**config.mk**
```make
export PLATFORM = sky130hd
export DESIGN_NAME = fp_compare_pipe
export DESIGN_NICKNAME = d
export VERILOG_FILES = /design/src/rtl/fp_compare_pipe.sv
export SDC_FILE = /design/constraint.sdc
export NUM_CORES = 1
export LEC_CHECK = 0
export ABC_CLOCK_PERIOD_IN_PS = 5500
export BUFFER_PORTS_ARGS = -buffer_cell sky130_fd_sc_hd__buf_2
export CAP_MARGIN = 20
export CORE_UTILIZATION = 59
export CTS_CLUSTER_DIAMETER = 40
export DETAILED_ROUTE_END_ITERATION = 10
export PLACE_DENSITY = 0.95
export SYNTH_ARGS = -nofsm -noshare
export SYNTH_HDL_FRONTEND = slang
export SYNTH_SLANG_ARGS = --single-unit
```
**constraint.sdc**
```tcl
create_clock -name clk -period 5.5 [get_ports clk]
set_input_delay 1.1 -clock clk [delete_from_list [all_inputs] [get_ports clk]]
set_output_delay 1.1 -clock clk [all_outputs]
set_load 0.02 [all_outputs]
```
**src/rtl/fp_compare_pipe.sv**
```systemverilog
// fp_compare_pipe: two-stage IEEE-style floating-point compare / min / max with ready-valid flow control.
// S1 holds operands plus NaN/zero classification; S2 holds the ordered result and selected value.
module fp_compare_pipe #(
    parameter int EXP_W = 5,
    parameter int MAN_W = 10,
    parameter int CNT_W = 16,
    localparam int W = 1 + EXP_W + MAN_W
) (
    input  logic             clk,
    input  logic             rst,
    input  logic             in_valid,
    output logic             in_ready,
    input  logic [W-1:0]     X,
    input  logic [W-1:0]     Y,
    input  logic [1:0]       mode,
    output logic             out_valid,
    input  logic             out_ready,
    output logic [2:0]       result,
    output logic             unordered,
    output logic [W-1:0]     sel_out,
    output logic [CNT_W-1:0] nan_count
);
    localparam logic [W-1:0] CANON_NAN = {1'b0, {EXP_W{1'b1}}, 1'b1, {(MAN_W-1){1'b0}}};

    logic         s1_valid;
    logic [W-1:0] s1_x, s1_y;
    logic [1:0]   s1_mode;
    logic         s1_xn, s1_yn, s1_xz, s1_yz;
    logic         s2_adv, s1_adv;

    assign s2_adv   = !out_valid || out_ready;
    assign s1_adv   = !s1_valid || s2_adv;
    assign in_ready = s1_adv;

    // Classification of the incoming operands, registered into S1
    logic x_nan, y_nan, x_zero, y_zero;
    assign x_nan  = (&X[W-2:MAN_W]) && (|X[MAN_W-1:0]);
    assign y_nan  = (&Y[W-2:MAN_W]) && (|Y[MAN_W-1:0]);
    assign x_zero = ~|X[W-2:0];
    assign y_zero = ~|Y[W-2:0];

    always_ff @(posedge clk or posedge rst) begin
        if (rst) begin
            s1_valid <= 1'b0;
            s1_x     <= '0;
            s1_y     <= '0;
            s1_mode  <= 2'b00;
            s1_xn    <= 1'b0;
            s1_yn    <= 1'b0;
            s1_xz    <= 1'b0;
            s1_yz    <= 1'b0;
        end else if (s1_adv) begin
            s1_valid <= in_valid;
            if (in_valid) begin
                s1_x    <= X;
                s1_y    <= Y;
                s1_mode <= mode;
                s1_xn   <= x_nan;
                s1_yn   <= y_nan;
                s1_xz   <= x_zero;
                s1_yz   <= y_zero;
            end
        end
    end

    logic         sx, sy, any_nan, both_zero, mag_gt, ord_gt, eq, gt, lt, is_min, is_max;
    logic [2:0]   res_c;
    logic [W-1:0] sel_c;

    // Signs decide differing-sign pairs; for two negatives the magnitude sense flips
    always_comb begin
        sx        = s1_x[W-1];
        sy        = s1_y[W-1];
        any_nan   = s1_xn || s1_yn;
        both_zero = s1_xz && s1_yz;
        mag_gt    = s1_x[W-2:0] > s1_y[W-2:0];
        eq        = !any_nan && (both_zero || s1_x == s1_y);
        ord_gt    = (sx != sy) ? !sx : (sx ? !mag_gt : mag_gt);
        gt        = !any_nan && !eq && ord_gt;
        lt        = !any_nan && !eq && !ord_gt;
        res_c     = {gt, lt, eq};
        is_min    = s1_mode == 2'b01;
        is_max    = s1_mode == 2'b10;
        sel_c     = !(is_min || is_max) ? s1_x :
                    (s1_xn && s1_yn)    ? CANON_NAN :
                    s1_xn               ? s1_y :
                    s1_yn               ? s1_x :
                    both_zero           ? {(is_min ? (sx | sy) : (sx & sy)), {(W-1){1'b0}}} :
                    eq                  ? s1_x :
                    (gt == is_max)      ? s1_x : s1_y;
    end

    always_ff @(posedge clk or posedge rst) begin
        if (rst) begin
            out_valid <= 1'b0;
            result    <= 3'b000;
            unordered <= 1'b0;
            sel_out   <= '0;
        end else if (s2_adv) begin
            out_valid <= s1_valid;
            if (s1_valid) begin
                result    <= res_c;
                unordered <= any_nan;
                sel_out   <= sel_c;
            end
        end
    end

    always_ff @(posedge clk or posedge rst) begin
        if (rst)
            nan_count <= '0;
        else if (out_valid && out_ready && unordered && nan_count != {CNT_W{1'b1}})
            nan_count <= nan_count + CNT_W'(1);
    end
endmodule
```
Yosys cells after proc, flatten, opt, wreduce, memory -nomap -nowiden
Index checks and enable logic that the tools add are counted.
{ "totals": {"register_bits": 76, "inputBits": 38, "out_inout_bits": 38, "elab_cells": 66} }
{ "classes": {"n_addsub": 1, "n_lt_le_gt_ge": 1, "eq_ne": 6, "n_mux": 10, "n_bitwise": 2, "reduce_logical": 33} }
{ "ops": {"columns": ["operator", "count"], "rows": [
  ["2-to-1 mux 16 bit", 7],
  ["OR reduction 15 bit", 2],
  ["OR reduction 10 bit", 2],
  ["adder 16 x 1 -> 16 bit (second input constant)", 1],
  ["== test 16 bit", 1],
  ["inequality test 16 bit (second input constant)", 1],
  ["> comparator 15 bit", 1],
  ["logical AND 1 bit", 11],
  ["AND reduction 5 bit", 2],
  ["logical NOT 1 bit", 9],
  ["logical OR 1 bit", 5],
  ["AND reduction 2 bit", 2],
  ["2-to-1 mux 1 bit", 3],
  ["== test 2 x 1 -> 1 bit (second input constant)", 1],
  ["== test 2 bit (second input constant)", 1],
  ["bitwise AND 1 bit", 1],
  ["== test 1 bit", 1],
  ["inequality test 1 bit", 1],
  ["bitwise OR 1 bit", 1]
]} }

Longest topological paths before layout
Gate-level depths: netlist of run 1.
{ "logic_depth": {"word_depth": 14, "depth_mapped": 11, "depth_no_buf": 10} }

Worst setup path after synthesis of run 1
No wires, ideal clock.
{ "synth_timing": {"path_kind": "reg2reg", "start": "register s1_x[13]", "end": "register sel_out[10]", "setup_time_ps": 126, "t_arrival_ps": 2489, "required_time_ps": 5374, "slack_ps": 2885, "path_stages_with_launch": 9, "path_buffers": 0, "cell_sequence": "dfrtp_1 ha_1 and4_2 a221oi_1 a211oi_1 a2111oi_4 nor3_1 o21ba_4 a221o_1"} }
{ "synth_between": {"elab_chain_len": 14, "elab_cells_between_ends": 18, "classes_between": "1 x order compare; 2 x eq/ne; 9 x mux; 6 x reduce/logical"} }
{ "synth_lines": {"columns": ["element", "line", "rtl"], "rows": [
  ["from (decl)", "26", "logic [W-1:0] s1_x, s1_y;"],
  ["from (signal assigned)", "45", "s1_x <= '0;"],
  ["from (signal assigned)", "55", "s1_x <= X;"],
  ["branches (longest 8 deep; another with > comparator 15 bit)", null, null],
  ["2-to-1 mux 16 bit *", "89", "eq ? s1_x :"],
  ["2-to-1 mux 16 bit *", "88", "both_zero ? {(is_min ? (sx | sy) : (sx & sy)), {(W-1){1'b0}}} :"],
  ["2-to-1 mux 16 bit *", "87", "s1_yn ? s1_x :"],
  ["2-to-1 mux 16 bit *", "86", "s1_xn ? s1_y :"],
  ["2-to-1 mux 16 bit *", "85", "(s1_xn && s1_yn) ? CANON_NAN :"],
  ["2-to-1 mux 16 bit *", "84", "sel_c = !(is_min || is_max) ? s1_x :"],
  ["to (signal assigned)", "104", "sel_out <= sel_c;"],
  ["to (decl)", "20", "output logic [W-1:0] sel_out,"]
]} }
Every way passes the cells marked *.
A chain may end at the register's enable or synchronous reset.

Final worst setup path of run 1
{ "layout_timing": {"start": "register s1_y[6]", "end": "register sel_out[10]"} }
{ "layout_between": {"elab_chain_len": 14, "elab_cells_between_ends": 18, "classes_between": "1 x order compare; 2 x eq/ne; 9 x mux; 6 x reduce/logical"} }
{ "layout_lines": {"columns": ["element", "line", "rtl"], "rows": [
  ["from (decl)", "26", null],
  ["from (signal assigned)", "46", "s1_y <= '0;"],
  ["from (signal assigned)", "56", "s1_y <= Y;"],
  ["branches (longest 8 deep; another with > comparator 15 bit)", null, null],
  ["2-to-1 mux 16 bit *", "89", null],
  ["2-to-1 mux 16 bit *", "88", null],
  ["2-to-1 mux 16 bit *", "87", null],
  ["2-to-1 mux 16 bit *", "86", null],
  ["2-to-1 mux 16 bit *", "85", null],
  ["2-to-1 mux 16 bit *", "84", null]
]} }
Marks and branches as above.

==> results of run 1 <==
==> critical path, stage by stage (launching register included) <==
cell and delay [ns]:
dfrtp_1 0.39, inv_1 0.06, ha_1 0.35, nand2_1 0.09, o21ai_0 0.29, o21ai_0 0.19, a21o_2 0.29, a2111oi_2 0.46
nor2_1 0.16, a211oi_4 0.44, a221o_1 0.24
==> synth_stat cells (8+ instances only) <==
cell type and n:
inv_1 21, nand2_1 22, xnor2_1 11, nand4_1 9
nand3_1 9, a22o_1 10, a21o_1 10, dfrtp_1 76
ha_1 20, nor2_1 8, a21oi_1 11, mux2_2 35
==> metal layers <==
metal / up-vias / wire (um)
li1: 1380 / -
met1: 1435 / 3560
met2: 153 / 4270
met3: 28 / 565
met4: 0 / 280
met5: - / 0
==> worst min-delay path by stage <==
stage	startpoint	endpoint	depth (start not counted)
final	result[1]	result[1]	2
after global routing	nan_count[14]	nan_count[14]	1
after CTS	nan_count[10]	nan_count[10]	1
after detailed placement	nan_count[10]	nan_count[10]	1
after global placement	result[1]	result[1]	2
after floorplan	s1_yz	s1_yz	2
==> flip-flops by register name, indices dropped and copies added (netlist names) <==
register	cells
out_valid	1
s1_mode	2
unordered	1
s1_xz	1
result	3
s1_valid	1
sel_out	16
nan_count	16
s1_y	16
s1_yn	1
s1_xn	1
s1_x	16
s1_yz	1
==> power groups by stage <==
stage | combinational, mW | sequential [mW] | clock (mW)
after CTS | 0.523 | 0.743 | 0.478
final | 0.526 | 0.746 | 0.473
after global placement | 0.487 | 0.749 | 0
after global routing | 0.573 | 0.753 | 0.500
after detailed placement | 0.512 | 0.752 | 0
after floorplan | 0.285 | 0.811 | 0
==> final cells by class <==
cell class / count / area [um^2] / share of cell area [%]
flip-flops and latches: 76 / 1900 / 42.1
multi-input cells: 223 / 1810 / 40.0
repair buffers: 78 / 410 / 9.08
clock buffers: 10 / 138 / 3.05
well taps: 77 / 96.3 / 2.13
clock inverters: 5 / 85.1 / 1.88
inverters: 21 / 78.8 / 1.74
==> kinds of logic after synthesis <==
family / after synthesis / share of synthesized area (%)
flip-flops: 76 / 49.5
multiplexers: 35 / 10.3
AO/OA/AOI/OAI: 68 / 14.9
AND/OR/NAND/NOR: 85 / 12.1
adder cells (fa/ha/maj): 20 / 6.51
XOR/XNOR: 15 / 3.42
buffers and inverters: 32 / 3.39
==> per-stage QoR <==
stage / utilization, % / instance area (um^2) / setup slack [ns] / hold WS, ns
global route: 71.6 / 4520 / 2.24 / 0.519
finish: 71.6 / 4520 / 2.45 / 0.486
floorplan: - / 3840 / 2.46 / 0.443
CTS: 71.3 / 4500 / 2.53 / 0.492
global placement: 67.7 / 4280 / 2.57 / 0.459
detailed placement: 67.7 / 4280 / 2.47 / 0.479
==> flow_metrics.env, run 1 <==
export IMPL_synthArstFlopShare_pct=100
export IMPL_setup_viol=0
export IMPL_cp_end_kind="flop"
export IMPL_fin_setup_tns_ns=0
export IMPL_port_buffers=75
export IMPL_fp_dieW_um=82.7
export IMPL_met2_usage_pct=42.8
export IMPL_antenna_left=0
export IMPL_hold_viol_final=0
export IMPL_internal_power_mw=1.16
export IMPL_clk_latency_ns=0.35
export IMPL_worstPathArrival_ns=3.33
export IMPL_p_clk_share_pct=27.1
export IMPL_fin_nets=467
export IMPL_busiest_layer="met2"
export IMPL_post_cts_resized=0
export IMPL_drc=0
export IMPL_slew_headroom_pct=34.5
export IMPL_required_ns=5.78
export IMPL_syn_area_per_cell_um2=11.6
export IMPL_area_growth_pct=17.7
export IMPL_clock_path_buffers=2
export IMPL_hp_class="reg -> reg"
export IMPL_dp_cells=474
export IMPL_post_cts_setup_buffer_count=0
export IMPL_reg2reg_from="s1_y[6]"
export IMPL_final_common_cell="dfrtp_1"
export IMPL_grt_util_met1_pct=33.0
export IMPL_grt_pass1_wl_um=13200
export IMPL_ys_ff_latch=76
export IMPL_p_total_mw=1.75
export IMPL_synth_seq_area_share_pct=49.5
export IMPL_antenna_found_initial=0
export IMPL_criticalPathCategory="reg -> reg"
export IMPL_cellLeakagePower_nw=2.23
export IMPL_htreeDepth=3
export IMPL_grt_pass1_vias=2802
export IMPL_p_comb_share_pct=30.2
export IMPL_drt_vias_per_instance=6.11
export IMPL_rr_endpoint="sel_out[10]"
export IMPL_path_clk_slew_ns=0.08
export IMPL_final_cells=490
export IMPL_netlist_area_mm2=0.00384
export IMPL_cts_hold_buf=0
export IMPL_critPathLaunch="s1_y[6]"
export IMPL_antenna_cells=0
export IMPL_die_area_mm2=0.00684
export IMPL_place_hpwl_um=6180
export IMPL_wl_um=8670
export IMPL_grt_usage_pct=26.6
export IMPL_synthCells=331
export IMPL_synth_top_cell_area_share_pct=49.5
export IMPL_period_needed_ns=3.05
export IMPL_drive_gt1_share_pct=33.2
export IMPL_core_area_mm2=0.00631
export IMPL_rows=29
export IMPL_status="complete, no violations"
export IMPL_start_kind="flop"
export IMPL_synth_area_leaders="dfrtp_1 (50%), mux2_2 (10%), ha_1 (6.5%)"
export IMPL_synth_edf_count=0
export IMPL_rsz0062_at_grt="no"
export IMPL_yosysWarnings=0
export IMPL_first_pass_iters=4
export IMPL_ys_flop_type="dfrtp_1"
export IMPL_post_route_period_util_pct=55.4
export IMPL_r2r_cells=10
export IMPL_grtUsageMet3_pct=5.16
export IMPL_fin_skew_ns=0.0118
export IMPL_final_cell_mix="dfrtp_1 (76), buf_2 (75), mux2_2 (35)"
export IMPL_numCtsBuffers=9
export IMPL_post_drt_wl_per_cell_um=17.7
export IMPL_crit_fanout=6
export IMPL_start_util_pct=60.8
export IMPL_ios=76
export IMPL_grt_max_degree=53
export IMPL_peakVddDrop_v=0.000243
export IMPL_endpoint="sel_out[10]"
export IMPL_worst_slew_pin_slew_ns=0.980
export IMPL_post_synth_top_area_cell="dfrtp_1"
export IMPL_p_sw_uw=588
export IMPL_num_vias=2996
export IMPL_switching_share_pct=33.7
export IMPL_cts_tree="built"
export IMPL_max_freq_mhz=328
export IMPL_sequentialPowerShare_pct=42.7
export IMPL_drt_first_iter_violations=260
export IMPL_synth_nets=389
export IMPL_power_density_mw_per_mm2=386
export IMPL_slew_violations=0
export IMPL_cts_sinks=76
export IMPL_ys_types=47
export IMPL_grt_overflow=0
export IMPL_fillCellCount=438
export IMPL_dieHeight_um=82.7
export IMPL_gp_congestion=0.846
export IMPL_root_buffer="clkbuf_8"
export IMPL_ff2ff_setup_slack_ns=2.45
export IMPL_max_cap_violations=0
Note: power is estimated with default switching activity, not from simulation.
==> inputs of run 2 (changes only) <==
- ABC_AREA: not set -> 1
- ABC_CLOCK_PERIOD_IN_PS: 5500 -> 3200
- CORE_UTILIZATION: 59 -> 56
- PLACE_DENSITY: 0.95 -> 0.92
- clock period: 5.5 -> 3.2 ns (I/O delays scaled with it)
==> flow_metrics.env, run 2 <==
export IMPL_status="complete, no violations"
export IMPL_post_cts_resized=0
export IMPL_p_comb_share_pct=39.1
export IMPL_post_cts_setup_buffer_count=0
export IMPL_sequentialPowerShare_pct=39.5
export IMPL_grt_pass1_vias=3981
export IMPL_cts_tree="built"
export IMPL_p_clk_share_pct=21.4
export IMPL_internal_power_mw=1.92
export IMPL_drt_vias_per_instance=5.50
export IMPL_fp_dieW_um=90.3
export IMPL_ys_ff_latch=76
export IMPL_holdWs_ns=0.419
export IMPL_grt_pass1_wl_um=18300
export IMPL_rsz0062_at_grt="no"
export IMPL_numCtsBuffers=9
export IMPL_grt_overflow=0
export IMPL_cp_end_kind="flop"
export IMPL_worstPathArrival_ns=2.94
export IMPL_criticalPathCategory="reg -> reg"
export IMPL_slew_violations=0
export IMPL_cts_hold_buf=0
export IMPL_place_hpwl_um=7910
export IMPL_die_area_mm2=0.00816
export IMPL_netlist_area_mm2=0.00437
export IMPL_cellLeakagePower_nw=2.64
export IMPL_fillCellCount=637
export IMPL_power_density_mw_per_mm2=652
export IMPL_fin_nets=688
export IMPL_fin_setup_tns_ns=0
export IMPL_crit_path_top_delay_cell="ha_1"
export IMPL_setup_viol=0
export IMPL_crit_family="simple AND/OR/NAND/NOR gates"
export IMPL_synth_area_leaders="dfrtp_1 (44%), nand2_1 (15%), ha_1 (5.7%)"
export IMPL_max_cap_violations=0
export IMPL_antenna_cells=0
export IMPL_start_kind="flop"
export IMPL_post_route_period_util_pct=84.1
export IMPL_wl_um=10600
export IMPL_drt_first_iter_violations=311
export IMPL_slew_headroom_pct=48.8
export IMPL_first_pass_iters=5
export IMPL_rows=31
export IMPL_synth_edf_count=0
export IMPL_path_common_cell="nand2_1"
export IMPL_dieHeight_um=90.3
export IMPL_start_util_pct=59.0
export IMPL_switching_share_pct=40.9
export IMPL_crit_fanout=26
export IMPL_max_freq_mhz=372
export IMPL_cts_sinks=76
export IMPL_period_needed_ns=2.69
export IMPL_synth_top_cell_area_share_pct=43.5
export IMPL_hp_class="in -> async"
export IMPL_final_cell_mix="nand2_1 (176), dfrtp_1 (76), buf_2 (75)"
export IMPL_synth_seq_area_share_pct=43.5
export IMPL_yosysWarnings=0
export IMPL_synthArstFlopShare_pct=100
export IMPL_area_growth_pct=13.8
export IMPL_crit_chain="inv_1 > ha_1 > nand2_1 > nor2_2 > inv_1 > nor2_2 > nand4_1 > nand3_1 > nand3_1 > nand2_2 > nand3_4 > inv_2 > nand2_1 > nand3_1 > nand2_1 > nand2_1 > nand2_1 > nand2_1 > nand2_1"
export IMPL_fin_skew_ns=0.00734
export IMPL_max_stage_delay_ns=0.34
export IMPL_gp_congestion=0.977
export IMPL_port_buffers=75
export IMPL_path_clk_slew_ns=0.07
export IMPL_core_area_mm2=0.00741
export IMPL_p_total_mw=3.24
export IMPL_synthTopCellsByCount="nand2_1 (176), dfrtp_1 (76), inv_1 (61)"
export IMPL_ys_flop_type="dfrtp_1"
export IMPL_final_common_cell="nand2_1"
export IMPL_syn_area_per_cell_um2=7.83
export IMPL_path_buf_inv=3
export IMPL_post_synth_top_area_cell="dfrtp_1"
export IMPL_synth_most_common_cell="nand2_1"
export IMPL_grt_max_degree=63
export IMPL_peakVddDrop_v=0.000369
export IMPL_p_sw_mw=1.32
export IMPL_clock_path_buffers=2
export IMPL_synthCells=558
export IMPL_ys_types=35
export IMPL_synth_nets=616
export IMPL_root_buffer="clkbuf_8"
export IMPL_drive_gt1_share_pct=18.7
export IMPL_drc=0
export IMPL_htreeDepth=3
export IMPL_grt_usage_pct=28.2
export IMPL_hold_viol_final=0
export IMPL_ios=76
export IMPL_required_ns=3.45
export IMPL_num_vias=4037
export IMPL_antenna_left=0
export IMPL_worst_slew_pin_slew_ns=0.767
export IMPL_clk_latency_ns=0.36
export IMPL_post_drt_wl_per_cell_um=14.5
export IMPL_antenna_found_initial=0
run 2: metrics by stage:
stage / worst slack (ns) / util (%) / instance area (um^2) / cells
6_report: 0.510 / 67.1 / 4970 / 734
5_1_grt: 0.243 / 67.1 / 4970 / 734
4_1_cts: 0.560 / 67.1 / 4970 / 734
3_5_place_dp: 0.584 / 64.6 / 4780 / 718
3_3_place_gp: 0.617 / 64.6 / 4780 / 718
2_1_floorplan: 0.622 / - / 4370 / 558
run 2: final cells by class:
class | instances | area [um^2] | share of cell area [%]
clock buffer | 12 | 165 | 3.32
sequential | 76 | 1900 | 38.3
clock inverter | 4 | 22.5 | 0.453
inverter | 63 | 236 | 4.76
timing repair buffer | 82 | 440 | 8.86
tap | 99 | 124 | 2.49
multi-input combinational | 398 | 2080 | 41.9
run 2: cells by family after synthesis:
group           count (synthesis)  synth area share, %
simple gates                  253                 24.3
compound gates                110                 14.6
buf+inv                        84                 8.85
flops                          76                 43.5
fa+ha+maj                      20                 5.73
xor+xnor                       14                 2.81
mux                             1                0.258
run 2: path summary, 6_finish.rpt:
| kind | end | cells after the start | slack (ns) | start |
|---|---|---|---|---|
| max in group asynchronous | s1_y[8] | 3 | 2.10 | rst |
| min | nan_count[12] | 2 | 0.42 | rst |
| max | sel_out[11] | 19 | 0.51 | s1_y[14] |
| min in group clk | sel_out[12] | 2 | 0.48 | sel_out[12] |
| min reg2reg | sel_out[12] | 2 | 0.48 | sel_out[12] |
| max reg2reg | sel_out[11] | 19 | 0.51 | s1_y[14] |
run 2: power groups by stage:
stage | Clock, mW | Sequential, mW | Combinational [mW]
after floorplan | 0 | 1.43 | 0.769
after global placement | 0 | 1.28 | 1.22
after detailed placement | 0 | 1.30 | 1.25
after CTS | 0.701 | 1.28 | 1.25
after global routing | 0.749 | 1.30 | 1.42
final | 0.694 | 1.28 | 1.27
run 2: worst register-to-register path: cells and delay by family (launching register included):
family        cells  cell delay, ns
buf+inv           3            0.34
flops             1            0.33
fa+ha+maj         1            0.34
simple gates     15            1.59
run 2: metal layers:
layer  GRT usage, %  up-vias  share of wire, %
met1           38.7     1862                44
li1               -     1951                 -
met5              0        -                 0
met3           7.74       25               9.3
met2           42.9      199                44
met4           10.3        0               1.9
==> inputs of run 3 (changes only) <==
- ABC_CLOCK_PERIOD_IN_PS: 3200 -> 2600
- clock period: 3.2 -> 2.6 ns (I/O delays scaled with it)
==> flow_metrics.env, run 3 (synthesized netlist as in run 2, its figures left out) <==
export IMPL_rsz0062_at_grt="yes"
export IMPL_drt_vias_per_instance=5.73
export IMPL_antenna_left=0
export IMPL_rows=31
export IMPL_grt_util_met1_pct=39.7
export IMPL_design_area_mm2=0.00542
export IMPL_post_drt_wl_per_cell_um=15.9
export IMPL_clk_latency_ns=0.35
export IMPL_worstPathArrival_ns=2.76
export IMPL_final_cell_mix="nand2_1 (172), buf_2 (75), dfrtp_1 (74)"
export IMPL_rr_endpoint="sel_out[7]"
export IMPL_fin_skew_ns=0.00576
export IMPL_root_buffer="clkbuf_8"
export IMPL_numCtsBuffers=9
export IMPL_holdWs_ns=0.227
export IMPL_final_common_cell="nand2_1"
export IMPL_drive_gt1_share_pct=26.5
export IMPL_peakVddDrop_v=0.000462
export IMPL_hold_viol_final=0
export IMPL_hp_class="in -> async"
export IMPL_switching_share_pct=39.8
export IMPL_ff2ff_setup_slack_ns=0.09
export IMPL_num_vias=4353
export IMPL_gp_congestion=0.998
export IMPL_htreeDepth=3
export IMPL_fin_nets=714
export IMPL_pre_cts_ws_ns=0.152
export IMPL_endpoint="sel_out[7]"
export IMPL_p_sw_mw=1.79
export IMPL_max_cap_violations=0
export IMPL_setup_slack_ns=0.0851
export IMPL_first_pass_iters=6
export IMPL_die_area_mm2=0.00816
export IMPL_fp_dieW_um=90.3
export IMPL_drt_first_iter_violations=452
export IMPL_start_kind="flop"
export IMPL_antenna_found_initial=0
export IMPL_cts_hold_buf=0
export IMPL_port_buffers=75
export IMPL_antenna_cells=0
export IMPL_max_freq_mhz=398
export IMPL_clock_path_buffers=2
export IMPL_grt_usage_pct=28.7
export IMPL_critPathLaunch="s1_y[1]"
export IMPL_fin_setup_tns_ns=0
export IMPL_path_clk_slew_ns=0.08
export IMPL_slew_headroom_pct=68.7
export IMPL_busiest_layer="met2"
export IMPL_cellLeakagePower_nw=2.80
export IMPL_grt_overflow=0
export IMPL_wl_um=12100
export IMPL_met2_usage_pct=44.7
export IMPL_drc=0
export IMPL_r2r_cells=14
export IMPL_grt_pass1_vias=4018
export IMPL_worst_slew_pin_slew_ns=0.467
export IMPL_p_total_mw=4.50
export IMPL_crit_fanout=7
export IMPL_grt_pass1_wl_um=18700
export IMPL_grt_max_degree=77
export IMPL_internal_power_mw=2.71
export IMPL_grtUsageMet3_pct=6.57
export IMPL_setup_viol=0
export IMPL_p_clk_share_pct=22.0
export IMPL_status="complete, no violations"
export IMPL_required_ns=2.84
export IMPL_power_density_mw_per_mm2=830
export IMPL_area_growth_pct=24.1
export IMPL_dieHeight_um=90.3
export IMPL_dpl_cell_area_mm2=0.00491
export IMPL_sequentialPowerShare_pct=35.2
export IMPL_cts_sinks=76
export IMPL_post_route_period_util_pct=96.7
export IMPL_place_hpwl_um=8010
export IMPL_period_needed_ns=2.51
export IMPL_criticalPathCategory="reg -> reg"
export IMPL_ios=76
export IMPL_cts_tree="built"
export IMPL_core_area_mm2=0.00741
export IMPL_start_util_pct=59.0
export IMPL_cp_end_kind="flop"
export IMPL_slew_violations=0
export IMPL_p_comb_share_pct=42.8
export IMPL_reg2reg_from="s1_y[1]"
run 3: power groups by stage:
stage | registers (mW) | logic [mW] | clock network [mW]
CTS | 1.56 | 1.63 | 0.994
finish | 1.58 | 1.93 | 0.988
detailed placement | 1.59 | 1.61 | 0
global placement | 1.57 | 1.57 | 0
global route | 1.61 | 2.11 | 1.05
floorplan | 1.76 | 0.946 | 0
run 3: worst min-delay path by stage:
stage | endpoint | slack, ns | cells past startpoint
2_1_floorplan | s1_yz | 0.45 | 2
3_3_place_gp | sel_out[11] | 0.46 | 2
3_5_place_dp | sel_out[11] | 0.46 | 2
4_1_cts | nan_count[13] | 0.26 | 3
5_1_grt | nan_count[13] | 0.29 | 3
6_report | nan_count[13] | 0.23 | 3
run 3: worst max-delay path: stages (launching register included):
cell and delay (ns):
dfrtp_1 0.38, inv_1 0.07, ha_1 0.32, nand2_1 0.09, nor2_1 0.16, nand4_1 0.13, nor2_2 0.17, nor3_4 0.07
nand4_1 0.18, nand3_4 0.21, buf_12 0.20, o211ai_1 0.17, nand2_1 0.08, nand2_1 0.11, a21oi_2 0.06
run 3: stage by stage:
step                      std cells  util, %
after CTS                       749     69.2
final                           760     73.2
after floorplan                 558        -
after global routing            760     73.2
after detailed placement        733     66.3
after global placement          733     66.3
run 3: what timing repair did:
action | 4_1_cts | 5_1_grt
buffers inserted | 0 | 9
endpoints found under the setup margin | 0 | 15
resized for setup | 0 | 37
run 3: layout make-up:
cell class | count | area (um^2)
sequential | 76 | 1900
tap | 99 | 124
fill | 530 | 1990
clock inverter | 6 | 88.8
inverter | 63 | 239
timing repair buffer | 108 | 687
multi-input combinational | 398 | 2250
clock buffer | 10 | 128
run 3: per-layer routing:
layer | wire length, um | part of all wire, % | up-vias
met5 | 0 | 0 | -
met4 | 263 | 2.2 | 0
met3 | 1280 | 11 | 31
met2 | 5710 | 47 | 265
met1 | 4850 | 40 | 2045
li1 | - | - | 2012
